[src/rtl/divider_rs_core_pkg.sv]
// Shared definitions for the repetitive-subtraction divider: state encodings,
// state bit positions and the default operand width.
package divider_rs_core_pkg;

   localparam int DIV_WIDTH = 4;

   // Bit positions of the one-hot state inside {Qd,Qc,Qi}
   localparam int S_QI_IDX = 0;
   localparam int S_QC_IDX = 1;
   localparam int S_QD_IDX = 2;

   typedef enum logic [2:0] {
      QI = 3'b001,   // idle, waiting for Start
      QC = 3'b010,   // subtracting
      QD = 3'b100    // result valid, waiting for Ack
   } state_t;

endpackage

[src/rtl/divider_rs_core.sv]
// Start/Ack/Done divider responder. Divides by repetitive subtraction:
// one subtract per clock while the remainder is still >= the divisor.
// A zero divisor bypasses the compute state and flags DivZero.
module divider_rs_core
   import divider_rs_core_pkg::*;
#(
   parameter int WIDTH = DIV_WIDTH
) (
   input  logic             Clk,
   input  logic             Reset_n,
   input  logic             Start,
   input  logic             Ack,
   input  logic [WIDTH-1:0] Xin,
   input  logic [WIDTH-1:0] Yin,
   output logic [WIDTH-1:0] Quotient,
   output logic [WIDTH-1:0] Remainder,
   output logic             Done,
   output logic             DivZero,
   output logic             Qi,
   output logic             Qc,
   output logic             Qd
);

   state_t           r_state;
   logic [WIDTH-1:0] r_quot;
   logic [WIDTH-1:0] r_rem;
   logic [WIDTH-1:0] r_y;
   logic             r_divz;
   logic             w_ge;

   // Unsigned compare guards the subtraction, so it can never underflow
   assign w_ge = (r_rem >= r_y);

   // State register plus datapath; non-one-hot codes fall back to QI
   always_ff @(posedge Clk or negedge Reset_n) begin
      if (!Reset_n) begin
         r_state <= QI;
         r_quot  <= '0;
         r_rem   <= '0;
         r_y     <= '0;
         r_divz  <= 1'b0;
      end else begin
         case (r_state)
            QI: begin
               if (Start) begin
                  r_rem <= Xin;
                  if (Yin != '0) begin
                     r_y     <= Yin;
                     r_quot  <= '0;
                     r_divz  <= 1'b0;
                     r_state <= QC;
                  end else begin
                     // Divide by zero: report saturated quotient immediately
                     r_quot  <= '1;
                     r_divz  <= 1'b1;
                     r_state <= QD;
                  end
               end
            end
            QC: begin
               if (w_ge) begin
                  r_rem  <= r_rem - r_y;
                  r_quot <= r_quot + 1'b1;
               end else begin
                  r_state <= QD;
               end
            end
            QD: begin
               // Ack has priority; a still-high Start restarts from QI next edge
               if (Ack) r_state <= QI;
            end
            default: r_state <= QI;
         endcase
      end
   end

   assign Quotient  = r_quot;
   assign Remainder = r_rem;
   assign DivZero   = r_divz;
   assign Qi        = r_state[S_QI_IDX];
   assign Qc        = r_state[S_QC_IDX];
   assign Qd        = r_state[S_QD_IDX];
   assign Done      = r_state[S_QD_IDX];

endmodule
[config.mk]
export PLATFORM = sky130hd
export DESIGN_NAME = divider_rs_core
export DESIGN_NICKNAME = d
export VERILOG_FILES = /design/src/rtl/divider_rs_core_pkg.sv /design/src/rtl/divider_rs_core.sv
export SDC_FILE = /design/constraint.sdc
export NUM_CORES = 1
export LEC_CHECK = 0
export CORE_MARGIN = 5
export CORE_UTILIZATION = 43
export DETAILED_ROUTE_END_ITERATION = 8
export GPL_ROUTABILITY_DRIVEN = 1
export PLACE_DENSITY = 0.86
export RECOVER_POWER = 100
export SYNTH_ARGS = -nofsm -noshare
export SYNTH_HDL_FRONTEND = slang
export SYNTH_SLANG_ARGS = --single-unit
[constraint.sdc]
create_clock -name Clk -period 2.06 [get_ports Clk]
set_input_delay 0.412 -clock Clk [delete_from_list [all_inputs] [get_ports Clk]]
set_output_delay 0.412 -clock Clk [all_outputs]
set_load 0.005 [all_outputs]
==> reports/qor.yml <==
drt:
  detail_route.drc_violations: 0
  routed_via_density: 5.18
  drt_first_pass_iters: 4
  vias: 787
  final_antenna_net_count: 0
  route.detailed.wl_per_inst_um: 13.8
  wirelength_um: 2100
  drt_iter0_drc: 9
final_layout:
  mostFrequentLayoutCells: "15 x dfrtp_1, 15 x nand2_1, 14 x dlygate4sd3_1, 10 x clkdlybuf4s50_1, 8 x inv_1"
  layout.cell_area.non_filler_mm2: 0.00129
  drive_above_1_share: 0.137
  nets: 143
  fillCellCount: 189
  antenna_cells_inserted: 0
  post_synthesis_to_final_layout_area_growth_pct: 34.6
floorplan:
  die-height_um: 57.2
  fp.dieW_um: 57.2
  die-area_mm2: 0.00328
  initial_core_util: 0.442
  design.core.area_mm2: 0.00217
  placementRows: 17
  ios: 25
setup_path:
  crit_path_top_delay_cell: "dfstp_1"
  regToRegStartpoint: "Remainder[0]$_DFFE_PN0P_"
  worstPathBufferInverterCount: 1
  critPathRequiredTime_ns: 1.65
  setup.worst_path.end_class: "output port"
  crit_path_cell_trace: "clkdlybuf4s50_1"
  crit_family: "flip-flops"
  timing_worst_setup_path_type: "reg2out"
  cp_slowest_stage_delay_ns: 0.69
  setup.reg_to_reg.worst_slack_ns: 0.12
  crit_start: "r_state[0]$_DFFE_PN1P_"
  cp_startpoint_kind: "flop"
  worst-path-max-fanout: 8
  worst-endpoint-arrival_ns: 1.54
logic_synthesis:
  syn_area_um2: 960
  ys_dominant_reg_cell: "dfrtp_1"
  syn_area_per_cell_um2: 10.4
  synthDistinctLibCells: 37
  synthCells: 92
  synth_nets: 110
  ys_warn_count: 0
  synth-seq-cells: 16
  postSynth.asyncResetShare: 1.00
  sequential_fraction_of_the_synthesis_area: 0.419
  synth-edff-count: 0
placement:
  dpl_cell_area_mm2: 0.00125
  gpl.final_weighted_congestion: 0.959
  port_buffers: 24
  dpl.hpwl_um: 1620
cts:
  worst_setup_hold_path_clk_slew_ns: 0.09
  cts_root_buf: "clkbuf_4"
  cts_hold_buffers: 0
  cts_tree: "yes"
  clock-sinks: 16
  cts_max_level: 1
  insertion_delay_ns: 0.28
  cts_buffer_depth: 2
  postCtsSetupBuffers: 0
  cts_inserted_buffers: 3
global_routing:
  groute.layer.met3.usage: 0.0226
  via_count_of_the_first_global_routing_pass: 768
  grt_first_pass_wirelength_um: 3460
  overflow: 0
  use_met1: 0.187
  grt_resource_usage_total: 0.137
  grt_use_met2: 0.209
  grt_antenna_before_repair: 0
  grt_most_used_layer: "met2"
  grt_max_degree: 17
sta:
  finalClockSkew_ns: 0.00232
  final.setup.tns_ns: 0
  finalWorstPathRequiredPeriod_ns: 1.95
  peak_freq_ghz: 0.512
  slew-limit-headroom: 0.422
  final.period_utilization: 0.948
  hold_viol_final: 0
  fin_max_slew_vios: 0
  rsz0062_at_grt: "no"
  tightest_slew_ns: 0.867
  final-setup-viol-count: 0
min_path:
  holdCritPathClass: "reg2reg"
  min-delay-start: "DivZero$_DFFE_PN0P_"
power:
  vdd_ir_drop_max_uv: 752
  pwr_density_cell_mw_per_mm2: 1460
  p_leak_nw: 0.619
run:
  cap_viol_max_count: 0
status:
  result_of_the_run: "finished, final reports clean"
cell usage after synthesis, drive strengths merged, types with 2 or more instances:
| cell | count | area [um^2] |
|---|---|---|
| nand2 | 15 | 56.3 |
| a21oi | 4 | 31.3 |
| buf | 2 | 18.8 |
| ha | 5 | 62.6 |
| nand3b | 2 | 15.0 |
| a221oi | 2 | 17.5 |
| dfrtp | 15 | 375 |
| xor2 | 2 | 17.5 |
| mux2 | 5 | 56.3 |
| or3b | 2 | 20.0 |
| o21ai | 7 | 38.8 |
| inv | 8 | 30.0 |
| nor2 | 5 | 18.8 |
layout make-up:
class | count | area [um^2] | area share
inverter | 8 | 30.0 | 0.0233
timing repair buffer | 29 | 274 | 0.212
multi-input combinational | 67 | 514 | 0.398
tap | 28 | 35.0 | 0.0271
clock buffer | 4 | 36.3 | 0.0281
sequential | 16 | 402 | 0.311
cell families after synthesis:
kind of cell             Yosys count  share of synthesized area
AND/OR/NAND/NOR                   33                      0.216
AO/OA/AOI/OAI                     20                      0.151
flip-flops                        16                      0.419
buffers and inverters             10                     0.0509
adder cells (fa/ha/maj)            6                     0.0861
multiplexers                       5                     0.0587
XOR/XNOR                           2                     0.0183
what timing repair did:
| item | in CTS | in global routing |
|---|---|---|
| endpoints found under the hold margin | 0 | 0 |
| resized for setup | 0 | 1 |
| endpoints found under the setup margin | 0 | 1 |
power by group:
group	switching, mW	internal, mW
Combinational	0.507	0.572
Clock	0.0994	0.108
Sequential	0.136	0.460
Total	0.742	1.14
stage by stage:
step | util | hold slack, ns | power, mW | instances | setup slack (ns)
6_report | 0.595 | 0.489 | 1.88 | 152 | 0.107
5_1_grt | 0.595 | 0.521 | 2.06 | 152 | 0.00999
4_1_cts | 0.595 | 0.435 | 1.91 | 151 | 0.0702
3_5_place_dp | 0.578 | 0.471 | 1.70 | 147 | 0.0627
3_3_place_gp | 0.578 | 0.460 | 1.67 | 147 | 0.138
2_1_floorplan | - | 0.116 | 1.26 | 92 | 0.0893
state kept, by name, summed over array words and instances, names as in the netlist:
register	flops
Quotient	4
Remainder	4
r_y	4
r_state	3
DivZero	1
worst paths after layout:
| kind | end | cells after the start |
|---|---|---|
| max reg2reg | Quotient[0]$_DFFE_PN0P_ | 7 |
| max in group asynchronous | r_y[3]$_DFFE_PN0P_ | 2 |
| max | Qi | 1 |
| min reg2reg | DivZero$_DFFE_PN0P_ | 2 |
| min in group asynchronous | Quotient[3]$_DFFE_PN0P_ | 2 |
| min | DivZero$_DFFE_PN0P_ | 2 |
per-layer routing:
metal / wire length [um] / part of all wire
met1: 972 / 0.46
met3: 88 / 0.042
met4: 38 / 0.018
met2: 996 / 0.48
met5: 0 / 0
No activity file was read; power rests on OpenSTA's default activity.
